<file path="src/rtl/evermoore_isa_pkg.sv">
// ---------------------------------------------------------------------------
// evermoore_isa_pkg
// Shared ISA definitions for the Evermoore program encoder: the op_t
// instruction select, per-format prefixes, sub-opcodes, condition codes
// and the loader FSM state type.
// No ports (package).
// ---------------------------------------------------------------------------
package evermoore_isa_pkg;

    typedef enum logic [3:0] {
        JMR   = 4'd0,
        INC   = 4'd1,
        DEC   = 4'd2,
        SIM   = 4'd3,
        ADD   = 4'd4,
        SUB   = 4'd5,
        MOV   = 4'd6,
        PUSH  = 4'd7,
        POP   = 4'd8,
        STORE = 4'd9,
        MUL   = 4'd10,
        JMD   = 4'd11,
        CALL  = 4'd12,
        LDA   = 4'd13,
        RTN   = 4'd14,
        STP   = 4'd15
    } op_t;

    // Loader FSM states.
    typedef enum logic [2:0] {
        IDLE      = 3'd0,
        ACCEPT    = 3'd1,
        WRITE     = 3'd2,
        WRITE_IMM = 3'd3,
        DONE      = 3'd4
    } state_t;

    // Condition field values.
    localparam logic [3:0] COND_ALWAYS  = 4'b0110;
    localparam logic [3:0] COND_INVALID = 4'b1110;

    // Format prefixes.
    localparam logic [2:0] PFX_SINGLE = 3'b000;
    localparam logic [1:0] PFX_DOUBLE = 2'b01;
    localparam logic [2:0] PFX_MUL    = 3'b100;
    localparam logic [4:0] PFX_CTRL   = 5'b11110;

    // Single-register sub-opcodes, bits [12:7].
    localparam logic [5:0] SUB_JMR = 6'b000000;
    localparam logic [5:0] SUB_INC = 6'b001000;
    localparam logic [5:0] SUB_DEC = 6'b001001;
    localparam logic [5:0] SUB_SIM = 6'b001100;

    // Double-register sub-opcodes, bits [13:10].
    localparam logic [3:0] SUB_ADD   = 4'b0000;
    localparam logic [3:0] SUB_SUB   = 4'b0010;
    localparam logic [3:0] SUB_MOV   = 4'b0110;
    localparam logic [3:0] SUB_PUSH  = 4'b1000;
    localparam logic [3:0] SUB_POP   = 4'b1010;
    localparam logic [3:0] SUB_STORE = 4'b1011;

    // Direct-address opcodes, bits [15:12].
    localparam logic [3:0] DIR_JMD  = 4'b1100;
    localparam logic [3:0] DIR_CALL = 4'b1101;
    localparam logic [3:0] DIR_LDA  = 4'b1110;

    // Control sub-opcodes, bits [10:4].
    localparam logic [6:0] CTRL_RTN = 7'b0000000;
    localparam logic [6:0] CTRL_STP = 7'b0000001;

    // Session word counter saturates at one full RAM's worth of words.
    localparam logic [12:0] WORD_COUNT_MAX = 13'd4096;

    // Direct ops carry a 12-bit address in place of a condition field.
    function automatic logic is_direct(input op_t op);
        return (op == JMD) || (op == CALL) || (op == LDA);
    endfunction

endpackage

</file>
<file path="src/rtl/evermoore_program_encoder_instr_pack.sv">
// ---------------------------------------------------------------------------
// instr_pack
// Combinational field packer: turns one decoded request into a 16-bit
// instruction word and flags requests that must not be written.
// Ports:
//   i_op      op select (op_t)
//   i_cond    condition field
//   i_rd      destination register
//   i_rs1     source register 1
//   i_rs2     source register 2
//   i_imm     immediate / direct address
//   o_word    packed instruction word
//   o_illegal request is illegal (invalid condition or oversized address)
// ---------------------------------------------------------------------------
module instr_pack
    import evermoore_isa_pkg::*;
(
    input  op_t         i_op,
    input  logic [3:0]  i_cond,
    input  logic [2:0]  i_rd,
    input  logic [2:0]  i_rs1,
    input  logic [2:0]  i_rs2,
    input  logic [15:0] i_imm,
    output logic [15:0] o_word,
    output logic        o_illegal
);

    always_comb begin
        o_word = 16'h0000;
        case (i_op)
            JMR:     o_word = {PFX_SINGLE, SUB_JMR, i_cond, i_rd};
            INC:     o_word = {PFX_SINGLE, SUB_INC, i_cond, i_rd};
            DEC:     o_word = {PFX_SINGLE, SUB_DEC, i_cond, i_rd};
            SIM:     o_word = {PFX_SINGLE, SUB_SIM, i_cond, i_rd};
            ADD:     o_word = {PFX_DOUBLE, SUB_ADD,   i_cond, i_rd, i_rs1};
            SUB:     o_word = {PFX_DOUBLE, SUB_SUB,   i_cond, i_rd, i_rs1};
            MOV:     o_word = {PFX_DOUBLE, SUB_MOV,   i_cond, i_rd, i_rs1};
            PUSH:    o_word = {PFX_DOUBLE, SUB_PUSH,  i_cond, i_rd, i_rs1};
            POP:     o_word = {PFX_DOUBLE, SUB_POP,   i_cond, i_rd, i_rs1};
            STORE:   o_word = {PFX_DOUBLE, SUB_STORE, i_cond, i_rd, i_rs1};
            MUL:     o_word = {PFX_MUL, i_cond, i_rd, i_rs2, i_rs1};
            JMD:     o_word = {DIR_JMD,  i_imm[11:0]};
            CALL:    o_word = {DIR_CALL, i_imm[11:0]};
            LDA:     o_word = {DIR_LDA,  i_imm[11:0]};
            RTN:     o_word = {PFX_CTRL, CTRL_RTN, i_cond};
            STP:     o_word = {PFX_CTRL, CTRL_STP, i_cond};
            default: o_word = 16'h0000;
        endcase
    end

    // Direct ops only have 12 address bits, so a non-zero upper nibble
    // cannot be encoded; every other op is conditional.
    always_comb begin
        o_illegal = 1'b0;
        if (is_direct(i_op)) begin
            o_illegal = |i_imm[15:12];
        end else begin
            o_illegal = (i_cond == COND_INVALID);
        end
    end

endmodule

</file>
<file path="src/rtl/evermoore_program_encoder.sv">
// ---------------------------------------------------------------------------
// evermoore_program_encoder
// Accepts instruction requests, encodes them and writes them to program RAM
// from base_addr upward, one word per two cycles (SIM emits two words).
// Handshake: a request transfers on a rising clock edge where
// in_valid & in_ready; in_ready is high only while waiting for a request,
// and the word is written (ram_wren) in the cycle right after the transfer.
// Ports:
//   clock, reset_n          clock, async active-low reset
//   start, base_addr        open a session at base_addr (ignored when busy)
//   in_valid/in_ready       request handshake
//   in_op..in_imm, in_last  request fields; in_last closes the session
//   ram_addr/data/wren      program-RAM write port
//   busy, done, error       session status (error sticky until next start)
//   word_count              words written this session (saturating)
// ---------------------------------------------------------------------------
module evermoore_program_encoder
    import evermoore_isa_pkg::*;
(
    input  logic        clock,
    input  logic        reset_n,
    input  logic        start,
    input  logic [11:0] base_addr,
    input  logic        in_valid,
    output logic        in_ready,
    input  logic [3:0]  in_op,
    input  logic [3:0]  in_cond,
    input  logic [2:0]  in_rd,
    input  logic [2:0]  in_rs1,
    input  logic [2:0]  in_rs2,
    input  logic [15:0] in_imm,
    input  logic        in_last,
    output logic [11:0] ram_addr,
    output logic [15:0] ram_data,
    output logic        ram_wren,
    output logic        busy,
    output logic        done,
    output logic        error,
    output logic [12:0] word_count
);

    state_t      r_state;
    logic [11:0] r_ram_addr;
    logic [15:0] r_ram_data;
    logic        r_ram_wren;
    logic        r_in_ready;
    logic        r_busy;
    logic        r_done;
    logic        r_error;
    logic [12:0] r_word_count;
    logic [15:0] r_imm;
    logic        r_is_sim;
    logic        r_last;

    logic [15:0] w_word;
    logic        w_illegal;
    op_t         w_op;

    assign w_op = op_t'(in_op);

    instr_pack u_instr_pack (
        .i_op      (w_op),
        .i_cond    (in_cond),
        .i_rd      (in_rd),
        .i_rs1     (in_rs1),
        .i_rs2     (in_rs2),
        .i_imm     (in_imm),
        .o_word    (w_word),
        .o_illegal (w_illegal)
    );

    always_ff @(posedge clock or negedge reset_n) begin
        if (!reset_n) begin
            r_state      <= IDLE;
            r_ram_addr   <= 12'h000;
            r_ram_data   <= 16'h0000;
            r_ram_wren   <= 1'b0;
            r_in_ready   <= 1'b0;
            r_busy       <= 1'b0;
            r_done       <= 1'b0;
            r_error      <= 1'b0;
            r_word_count <= 13'd0;
            r_imm        <= 16'h0000;
            r_is_sim     <= 1'b0;
            r_last       <= 1'b0;
        end else begin
            case (r_state)
                IDLE: begin
                    if (start) begin
                        r_ram_addr   <= base_addr;
                        r_word_count <= 13'd0;
                        r_error      <= 1'b0;
                        r_busy       <= 1'b1;
                        r_in_ready   <= 1'b1;
                        r_state      <= ACCEPT;
                    end
                end
                ACCEPT: begin
                    if (in_valid) begin
                        if (w_illegal) begin
                            // Nothing is written; only a last request ends the session.
                            r_error <= 1'b1;
                            if (in_last) begin
                                r_in_ready <= 1'b0;
                                r_done     <= 1'b1;
                                r_state    <= DONE;
                            end
                        end else begin
                            r_ram_data <= w_word;
                            r_imm      <= in_imm;
                            r_is_sim   <= (w_op == SIM);
                            r_last     <= in_last;
                            r_in_ready <= 1'b0;
                            r_ram_wren <= 1'b1;
                            r_state    <= WRITE;
                        end
                    end
                end
                WRITE: begin
                    r_ram_addr <= r_ram_addr + 12'd1;
                    if (r_word_count != WORD_COUNT_MAX) begin
                        r_word_count <= r_word_count + 13'd1;
                    end
                    if (r_is_sim) begin
                        // Keep the strobe high for the trailing immediate word.
                        r_ram_data <= r_imm;
                        r_state    <= WRITE_IMM;
                    end else if (r_last) begin
                        r_ram_wren <= 1'b0;
                        r_done     <= 1'b1;
                        r_state    <= DONE;
                    end else begin
                        r_ram_wren <= 1'b0;
                        r_in_ready <= 1'b1;
                        r_state    <= ACCEPT;
                    end
                end
                WRITE_IMM: begin
                    r_ram_addr <= r_ram_addr + 12'd1;
                    if (r_word_count != WORD_COUNT_MAX) begin
                        r_word_count <= r_word_count + 13'd1;
                    end
                    r_ram_wren <= 1'b0;
                    if (r_last) begin
                        r_done  <= 1'b1;
                        r_state <= DONE;
                    end else begin
                        r_in_ready <= 1'b1;
                        r_state    <= ACCEPT;
                    end
                end
                DONE: begin
                    r_done  <= 1'b0;
                    r_busy  <= 1'b0;
                    r_state <= IDLE;
                end
                default: begin
                    r_ram_wren <= 1'b0;
                    r_in_ready <= 1'b0;
                    r_done     <= 1'b0;
                    r_busy     <= 1'b0;
                    r_state    <= IDLE;
                end
            endcase
        end
    end

    assign in_ready   = r_in_ready;
    assign ram_addr   = r_ram_addr;
    assign ram_data   = r_ram_data;
    assign ram_wren   = r_ram_wren;
    assign busy       = r_busy;
    assign done       = r_done;
    assign error      = r_error;
    assign word_count = r_word_count;

endmodule

</file>
<file path="config.mk">
export PLATFORM = sky130hd
export DESIGN_NAME = evermoore_program_encoder
export DESIGN_NICKNAME = d
export VERILOG_FILES = /design/src/rtl/evermoore_isa_pkg.sv /design/src/rtl/evermoore_program_encoder_instr_pack.sv /design/src/rtl/evermoore_program_encoder.sv
export SDC_FILE = /design/constraint.sdc
export NUM_CORES = 1
export LEC_CHECK = 0
export ABC_AREA = 1
export ABC_CLOCK_PERIOD_IN_PS = 1200
export CORE_MARGIN = 10
export CORE_UTILIZATION = 46
export CTS_BUF_LIST = sky130_fd_sc_hd__clkbuf_16
export DETAILED_ROUTE_END_ITERATION = 8
export HOLD_SLACK_MARGIN = 0.12
export PLACE_DENSITY = 0.83
export SLEW_MARGIN = 20
export SYNTH_ARGS = -nofsm -noshare
export SYNTH_HDL_FRONTEND = slang
export SYNTH_HIERARCHICAL = 1
export SYNTH_SLANG_ARGS = --single-unit
</file>
<file path="constraint.sdc">
create_clock -name clock -period 1.2 [get_ports clock]
set_input_delay 0.36 -clock clock [delete_from_list [all_inputs] [get_ports clock]]
set_output_delay 0.36 -clock clock [all_outputs]
set_load 0.005 [all_outputs]
</file>
**Word level (Yosys, flattened, before mapping)**

Index checks and enable logic that the tools add are counted.

- Register bits: 67
- Input port bits: 50
- Word-level logic and storage cells: 110

- Add/sub/neg operators: 2
- Eq/ne operators: 30
- Mux-type cells: 40
- Bitwise logic cells: 5
- Reductions and logical operators: 21

Operator list:

| kind | number |
|---|---|
| $pmux 16 s16 | 1 |
| $mux 16 | 3 |
| $eq 4x4->1 const B | 9 |
| $pmux 16 s2 | 1 |
| $mux 13 | 2 |
| $pmux 13 s2 | 1 |
| $pmux 12 s2 | 1 |
| $mux 1 | 18 |
| $mux 3 | 6 |
| $eq 4x3->1 const B | 4 |
| $add 13x1->13 const B | 1 |
| $ne 13x13->1 const B | 1 |
| $add 12x1->12 const B | 1 |
| $mux 12 | 1 |
| $ne 2x2->1 const B | 6 |
| $pmux 3 s4 | 1 |
| $reduce_and 4->1 | 3 |
| $reduce_and 5->1 | 2 |
| $reduce_and 3->1 | 3 |
| $eq 4x2->1 const B | 2 |
| $eq 3x2->1 const B | 2 |
| $reduce_bool 2->1 | 3 |
| $not 1->1 | 5 |
| $pmux 1 s5 | 1 |
| other kinds (15) | 20 |

**Depth between registers and ports, before layout**

Gate-level depths: netlist of the first run.

- Word-level depth: 7
- Mapped depth: 14
- Mapped depth without buffers: 12

**By module**

Netlist of the first run, hierarchy kept.

By module, submodules not included:

| module | times used | cells each | area an instance (µm²) | sequential area each (µm²) |
|---|---|---|---|---|
| evermoore_program_encoder | 1 | 479 | 3585.9 | 1676.6 |
| instr_pack | 1 | 114 | 513.0 | 0.0 |

**Least setup slack after synthesis of the first run**

Ideal clock, no wire load.

- Path type: input to register
- From: input in_op[2]
- To: register r_ram_data[2] (netlist: ram_data[2])
- Setup time: 0.126 ns
- Arrival: 1.626 ns
- Data required time: 1.074 ns
- Slack: -0.552 ns
- Stages on the path: 12
- Cell sequence: buf_2 > nand2_2 > inv_2 > nand2_1 > nand2_2 > nand3_1 > o21a_1 > inv_1 > nand2_4 > a21oi_4 > buf_4 > o21ai_0

- Word-level cells in the longest chain between the ends: 6
- Elaborated cells between the ends (all ways): 25
- Classes of those cells: 16 x eq/ne; 5 x mux; 4 x reduce/logical

RTL lines:

| element | line | source |
|---|---|---|
| start, declared | evermoore_program_encoder.sv:26 | `input logic [3:0] in_op,` |
| $eq 4x4->1 | evermoore_isa_pkg.sv:76 | `return (op == JMD) \|\| (op == CALL) \|\| (op == LDA);` |
| $logic_or 1x1->1 | evermoore_isa_pkg.sv:76 |  |
| $logic_or 1x1->1 (*) | evermoore_isa_pkg.sv:76 |  |
| $mux 1 (*) | evermoore_program_encoder_instr_pack.sv:55 | `if (is_direct(i_op)) begin` |
| net w_illegal | evermoore_program_encoder.sv:56 | `logic w_illegal;` |
| $ne 2x2->1 (no source line) (*) | n/a |  |
| $reduce_and 4->1 (no source line) (*) | n/a |  |
| end signal, assigned | evermoore_program_encoder.sv:109 | `r_ram_data <= w_word;` |
| end signal, assigned | evermoore_program_encoder.sv:126 | `r_ram_data <= r_imm;` |
| end, declared | evermoore_program_encoder.sv:44 | `logic [15:0] r_ram_data;` |

Mark *: on every way through the listed nets, which the timed path passes. The rest lies on a longest branch. The select of a mux whose other input is x is not followed.
A chain may end at the register's enable or synchronous reset.

**Worst setup path after layout of the first run**

- From: register r_ram_addr[2] (netlist: ram_addr[2])
- To: register r_ram_addr[6] (netlist: ram_addr[6])

- Word-level cells in the longest chain between the ends: 2

RTL lines:

| element | line | source |
|---|---|---|
| start, declared | evermoore_program_encoder.sv:43 | `logic [11:0] r_ram_addr;` |
| start signal, assigned | evermoore_program_encoder.sv:90 | `r_ram_addr <= base_addr;` |
| start signal, assigned | evermoore_program_encoder.sv:120 | `r_ram_addr <= r_ram_addr + 12'd1;` |
| start signal, assigned | evermoore_program_encoder.sv:139 | `r_ram_addr <= r_ram_addr + 12'd1;` |
| $add 12x1->12 | evermoore_program_encoder.sv:120, evermoore_program_encoder.sv:139 |  |
| $pmux 12 s2 | evermoore_program_encoder.sv:87 | `case (r_state)` |

Every way passes these cells.

==> run summary, run 1 <==
dominant synthesized flop cell -> dfrtp_1
routed wire length -> 21700 µm
share of flip-flops with an asynchronous set or reset -> 100%
Final ANT Viol Nets -> 0
f_max -> 593 MHz
Hold Path Class -> input pin to flop
Area contributors post-synth -> dfrtp_1 (41%), nand2_1 (21%), nand3_1 (6.6%)
Setup crit end kind -> flop
Remaining Overflow, GRT -> 0
P_leak -> 3.74 nW
vias in the first global route -> 5626
combinational power share -> 66.2%
P&R area growth vs syn -> 81.7%
Clock Sink Count -> 67
Setup WS post-layout -> -0.486 ns
die width -> 114 µm
Startpoint Class -> flop
Least-Margin Pin Slew -> 0.479 ns
Clk Latency, worst-skew pair -> 0.35 ns
Vias -> 5880
Synth area leader -> dfrtp_1
number of remaining DRC errors -> 0
IO buf count -> 95
CTS tree -> built
Final Setup Violations -> 111
Post-Syn Area per Cell -> 6.91 µm²
met2 Use GR -> 44.1%
Worst R2R Setup Slack -> -0.49 ns
#FFs+latches synth -> 67
Multi-input gate area -> 0.00273 mm²
worst-path fanout max -> 5
GR Util met3 -> 6.97%
CTS Buffer Depth -> 2
register area share after synthesis -> 40.9%
Required @ worst endpoint -> 1.39 ns
largest net degree at the start of global routing -> 68
Net Sw Frac -> 45.1%
RSZ-0062 raised after global routing -> true
gr usage total -> 26.2%
Worst Reg2Reg Path Length in Cells -> 7
cells after synthesis -> 593
n_diodes -> 0
starting density of the core -> 47.2%
Pins Over Slew Limit -> 0
Hold Path End -> r_imm[15]
clock slew at reported path FFs -> 0.06 ns
Synth top cells by count -> nand2_1 (231), dfrtp_1 (67), inv_1 (64), nand3_1 (54), o21ai_0 (35)
power per cell area -> 2590 mW/mm²
antenna violations before repair -> 0
# IOs -> 96
hold_sp -> in_imm[15]
fin crit period -> 1.69 ns
placer congestion estimate -> 0.978
proportion of layout cells with a drive suffix above 1 -> 48.4%
routed len/inst -> 22.5 µm
Worst R2R End -> ram_addr[6]
crit path DAT -> 1.88 ns
part of the power in the clock network -> 12.6%
fin nets -> 905
Pint -> 10.6 mW
FILL cells -> 415
Crit Path Class -> flop to flop
die area -> 0.0131 mm²
period utilization -> 141%
violated checks -> setup timing
Slew HR -> 67.9%
busiest grt layer -> met2
Num CTS Buffers -> 9
Flop pwr share -> 21.2%
Via-to-Cell Ratio -> 6.10
M1 GR Usage -> 28.9%
FF-to-FF Start -> ram_addr[2]
CTS root buf -> clkbuf_16
Post-Syn Nets -> 646
H-tree levels -> 3
Die Y -> 114 µm
count leader, synth -> nand2_1
Syn. warnings -> 6
dpl ws -> -1.01 ns
EDFF count, synth -> 0
first-pass GRT wire length -> 27900 µm
post-synth cell types -> 30
DP HPWL -> 9730 µm
Peak VDD IR -> 0.00174 V
Core Area -> 0.00868 mm²
synthesized cell area -> 0.00410 mm²
DRT iter0 DRCs -> 824
sw power -> 8.68 mW
final hold violation count -> 0
hold depth -> 3
Pre-antenna DRT Iters -> 6
max-cap viol count -> 0
top-area cell type share of the netlist area -> 40.9%
post-layout util -> 85.8%
standard-cell rows -> 34
outcome -> finished, violations left
storage element area -> 0.00168 mm²
Layout Skew -> 0.00742 ns
flip-flops by register name, summed over array words and instances, names as in the netlist, 3 cells and up:
name	cells
r_state	3
ram_addr	12
word_count	13
ram_data	16
r_imm	16
stage by stage:
| stage | std cells | cell area [µm²] | hold slack, ns | setup TNS, ns | power [mW] |
|---|---|---|---|---|---|
| 2_1_floorplan | 593 | 4190 | 0.0644 | -16.83 | 7.53 |
| 3_3_place_gp | 864 | 5800 | 0.404 | -44.70 | 10.9 |
| 3_5_place_dp | 864 | 5800 | 0.407 | -47.43 | 11.1 |
| 4_1_cts | 946 | 6850 | 0.390 | -15.35 | 16.0 |
| 5_1_grt | 964 | 7450 | 0.391 | -29.63 | 20.0 |
| 6_report | 964 | 7450 | 0.396 | -26.87 | 19.3 |
logic make-up (layout without fill, tap and decap cells):
logic type	after synthesis	in the layout	synth area share (%)
simple gates	363	364	38.7
buf+inv	90	352	9.46
flops	67	67	40.9
compound gates	64	64	8.70
xor+xnor	6	6	1.28
fa+ha+maj	3	3	0.916
power groups by stage:
stage                     registers, mW  clock network [mW]  logic, mW
after floorplan                    4.09                   0       3.44
after global placement             3.97                   0       6.90
after detailed placement           3.99                   0       7.15
after CTS                          3.85                2.32       9.83
after global routing               4.11                2.50       13.4
final                              4.08                2.43       12.7
repair_timing:
action / 4_1_cts / 5_1_grt
hold endpoints to repair: 67 / 0
cloned: 8 / 0
gates resized for setup: 361 / 135
pin swaps: 53 / 63
hold buffers: 1 / 0
buffers inserted: 58 / 26
endpoints found under the setup margin: 112 / 113
metal layers:
layer	share of wire, %	vias to the layer above
met2	47	543
met1	34	2733
met3	11	183
met4	7.3	0
met5	0	-
li1	-	2421
layout by cell type, fill, tap and decap left out, types with 5 or more instances in the layout:
cell and count:
dfrtp_1 64, nor2_2 9, nand3_1 41, buf_6 50, nor2_4 9, buf_4 117, nand4_1 18, nor2_1 20
nand2_4 19, o21ai_2 23, inv_4 6, clkdlybuf4s50_1 36, xor2_1 6, o21ai_1 18, inv_1 56, clkbuf_16 9
buf_2 42, nand2_1 157, inv_2 9, o211ai_1 5, buf_12 5, nand2_2 61, nand3_2 12
worst max-delay path by stage:
stage	cells after the start	end	slack, ns	start
floorplan	12	ram_data[10]	-0.42	in_op[2]
global placement	13	ram_data[12]	-0.92	in_op[3]
detailed placement	13	ram_data[12]	-1.01	in_op[3]
CTS	9	word_count[6]	-0.31	word_count[1]
global route	6	ram_addr[6]	-0.53	ram_addr[2]
finish	7	ram_addr[6]	-0.49	ram_addr[2]
final cells by class:
| class | instances | share of cell area (%) |
|---|---|---|
| multi-input combinational | 437 | 36.6 |
| timing repair buffer | 264 | 31.3 |
| sequential | 67 | 22.6 |
| inverter | 72 | 4.22 |
| clock buffer | 9 | 3.02 |
| tap | 108 | 1.81 |
| clock inverter | 6 | 0.353 |
| timing repair inverter | 1 | 0.0840 |
worst max-delay path: stages (launching register included):
cell      delay, ns
dfrtp_1        0.39
buf_4          0.14
buf_4          0.15
nand4_1        0.24
nor2_4         0.28
nand2_1        0.09
nand3_1        0.09
o211ai_1       0.15
No activity file was read; power rests on OpenSTA's default activity.
==> inputs of run 2 (changes only) <==
--- a/config.mk
+++ b/config.mk
@@ -13,7 +13,6 @@
 export DETAILED_ROUTE_END_ITERATION = 8
 export HOLD_SLACK_MARGIN = 0.12
 export PLACE_DENSITY = 0.83
-export SLEW_MARGIN = 20
 export SYNTH_ARGS = -nofsm -noshare
 export SYNTH_HDL_FRONTEND = slang
 export SYNTH_HIERARCHICAL = 1
==> results of run 2 <==
Final layout, timing and power as in run 1 (identical DEF).
==> inputs of run 3 (changes only) <==
--- a/config.mk
+++ b/config.mk
@@ -13,6 +13,7 @@
 export DETAILED_ROUTE_END_ITERATION = 8
 export HOLD_SLACK_MARGIN = 0.12
 export PLACE_DENSITY = 0.83
+export REMOVE_ABC_BUFFERS = 1
 export SYNTH_ARGS = -nofsm -noshare
 export SYNTH_HDL_FRONTEND = slang
 export SYNTH_HIERARCHICAL = 1
==> run 3 against run 2 <==
The flow finishes with violations (DRC, setup timing). Maximum frequency up 4.9%. Utilization down 6.0 points. Clock skew about the same. Non-clock buffer count down 28. Via count down 11%. Clock-buffer cell count unchanged. Sequential share of layout area up 1.7 points. Largest cell class unchanged. Highest routed layer unchanged.
==> run summary, run 3 (synthesis results as in run 1) <==
outcome -> finished, violations left
violated checks -> DRC, setup timing
Pins Over Slew Limit -> 0
Final ANT Viol Nets -> 0
starting density of the core -> 47.2%
part of the power in the clock network -> 16.5%
n_diodes -> 0
Least-Margin Pin Slew -> 0.368 ns
Startpoint Class -> flop
power per cell area -> 2460 mW/mm²
Layout Skew -> 0.00722 ns
final hold violation count -> 0
number of remaining DRC errors -> 1
clock slew at reported path FFs -> 0.06 ns
Required @ worst endpoint -> 1.41 ns
Vias -> 5207
DP HPWL -> 9440 µm
Via-to-Cell Ratio -> 5.57
antenna violations before repair -> 0
routed wire length -> 16600 µm
Slew HR -> 75.5%
Setup WS post-layout -> -0.408 ns
most common cell after layout, fill and taps aside -> nand2_1
Net Sw Frac -> 42.2%
FILL cells -> 543
proportion of layout cells with a drive suffix above 1 -> 41.8%
max-cap viol count -> 0
Num CTS Buffers -> 9
# IOs -> 96
Setup crit end kind -> flop
IO buf count -> 95
die area -> 0.0131 mm²
fin crit period -> 1.61 ns
Flop pwr share -> 23.4%
placer congestion estimate -> 0.958
Pint -> 9.83 mW
critical-path cell list -> buf_6 -> ha_4 -> nand4_1 -> nor2_2 -> nand2_1 -> nand3_1 -> o211ai_1
period utilization -> 134%
combinational power share -> 60.2%
f_max -> 622 MHz
Clk Latency, worst-skew pair -> 0.33 ns
DRT iter0 DRCs -> 382
Final Setup Violations -> 96
placed insts -> 862
Pre-antenna DRT Iters -> 9
Worst Path Buf+Inv -> 1
CTS tree -> built
Hold Path Class -> input pin to flop
Finished Layout Cells -> 935
routed len/inst -> 17.7 µm
Core Area -> 0.00868 mm²
gr usage total -> 21.0%
fin nets -> 876
P_leak -> 3.48 nW
vias in the first global route -> 5019
CTS root buf -> clkbuf_16
maximum single-stage delay on the critical path -> 0.43 ns
H-tree levels -> 3
CTS Buffer Depth -> 2
Clock Sink Count -> 67
P&R area growth vs syn -> 68.9%
Worst R2R Setup Slack -> -0.41 ns
most frequent cells in the layout -> nand2_1 (181), buf_4 (109), dfrtp_1 (64), inv_1 (57), nand3_1 (47)
Crit Path Class -> flop to flop
crit path DAT -> 1.81 ns
CP max stage cell -> dfrtp_1
die width -> 114 µm
largest net degree at the start of global routing -> 68
worst-path fanout max -> 5
Peak VDD IR -> 0.00114 V
Die Y -> 114 µm
first-pass GRT wire length -> 22900 µm
sw power -> 7.17 mW
CP delay by family, top -> simple AND/OR/NAND/NOR gates
standard-cell rows -> 34
RSZ-0062 raised after global routing -> true
Remaining Overflow, GRT -> 0
dpl ws -> -1.02 ns
## run 3: cell types whose count changed in the layout (fill, tap and decap cells not counted), sizes merged
cell and change:
inv -3, dlygate4sd2 -1, bufinv +2, clkbuf +1, clkinv -2, clkdlybuf4s15 +2, buf -30, clkinvlp +2
## run 3: layout make-up
class,count,area [µm²],area share [%]
Multi-Input combinational cell,437,2540,36.7
Clock inverter,6,81.3,1.17
Inverter,72,300,4.34
Tap cell,108,135,1.95
Timing Repair Buffer,236,1960,28.3
Clock buffer,9,225,3.25
Sequential cell,67,1680,24.3
## run 3: path summary, 6_finish.rpt
check / start / end / cells past startpoint
min in group asynchronous: reset_n / word_count[11] / 3
setup / recovery: ram_addr[1] / ram_addr[6] / 7
hold reg to reg: in_ready / in_ready / 2
max in group asynchronous: reset_n / r_state[2] / 3
setup reg to reg: ram_addr[1] / ram_addr[6] / 7
hold / removal: in_imm[12] / r_imm[12] / 3
## run 3: power by group through the flow
stage                     clock network (mW)  registers (mW)  logic [mW]
after floorplan                            0            4.06        2.98
after global routing                    2.92            4.05        10.9
final                                   2.80            3.97        10.2
after global placement                     0            3.98        6.69
after detailed placement                   0            4.03        6.91
after CTS                               2.78            3.87        8.30
## run 3: worst register-to-register path: stages, from the launching register on
cell and delay (ns):
dfrtp_1 0.43, buf_6 0.15, ha_4 0.14, nand4_1 0.21
nor2_2 0.26, nand2_1 0.10, nand3_1 0.10, o211ai_1 0.10
## run 3: what timing repair did
| item | CTS | global route |
|---|---|---|
| cloned | 4 | 2 |
| pin swaps | 42 | 51 |
| hold buffers | 1 | 0 |
| endpoints found under the setup margin | 112 | 112 |
| gates resized for setup | 307 | 134 |
| setup buffers | 36 | 18 |
| endpoints found under the hold margin | 67 | 0 |
## run 3: per-stage QoR
stage	utilization, %	power [mW]	instance area, µm²	hold WS (ns)	TNS [ns]
after floorplan	-	7.04	3980	0.0644	-34.68
after global placement	65.9	10.7	5720	0.406	-45.75
after detailed placement	65.9	10.9	5720	0.414	-49.32
after CTS	73.6	15.0	6390	0.402	-13.21
after global routing	79.8	17.9	6920	0.411	-21.94
final	79.8	17.0	6920	0.389	-17.30
## run 3: per-layer routing
| metal | up-vias | part of all wire, % | global-route usage (%) |
|---|---|---|---|
| li1 | 2363 | - | - |
| met5 | - | 0 | 0 |
| met4 | 0 | 5.0 | 7.02 |
| met2 | 350 | 50 | 35.9 |
| met3 | 88 | 9.6 | 6.76 |
| met1 | 2406 | 35 | 24.1 |
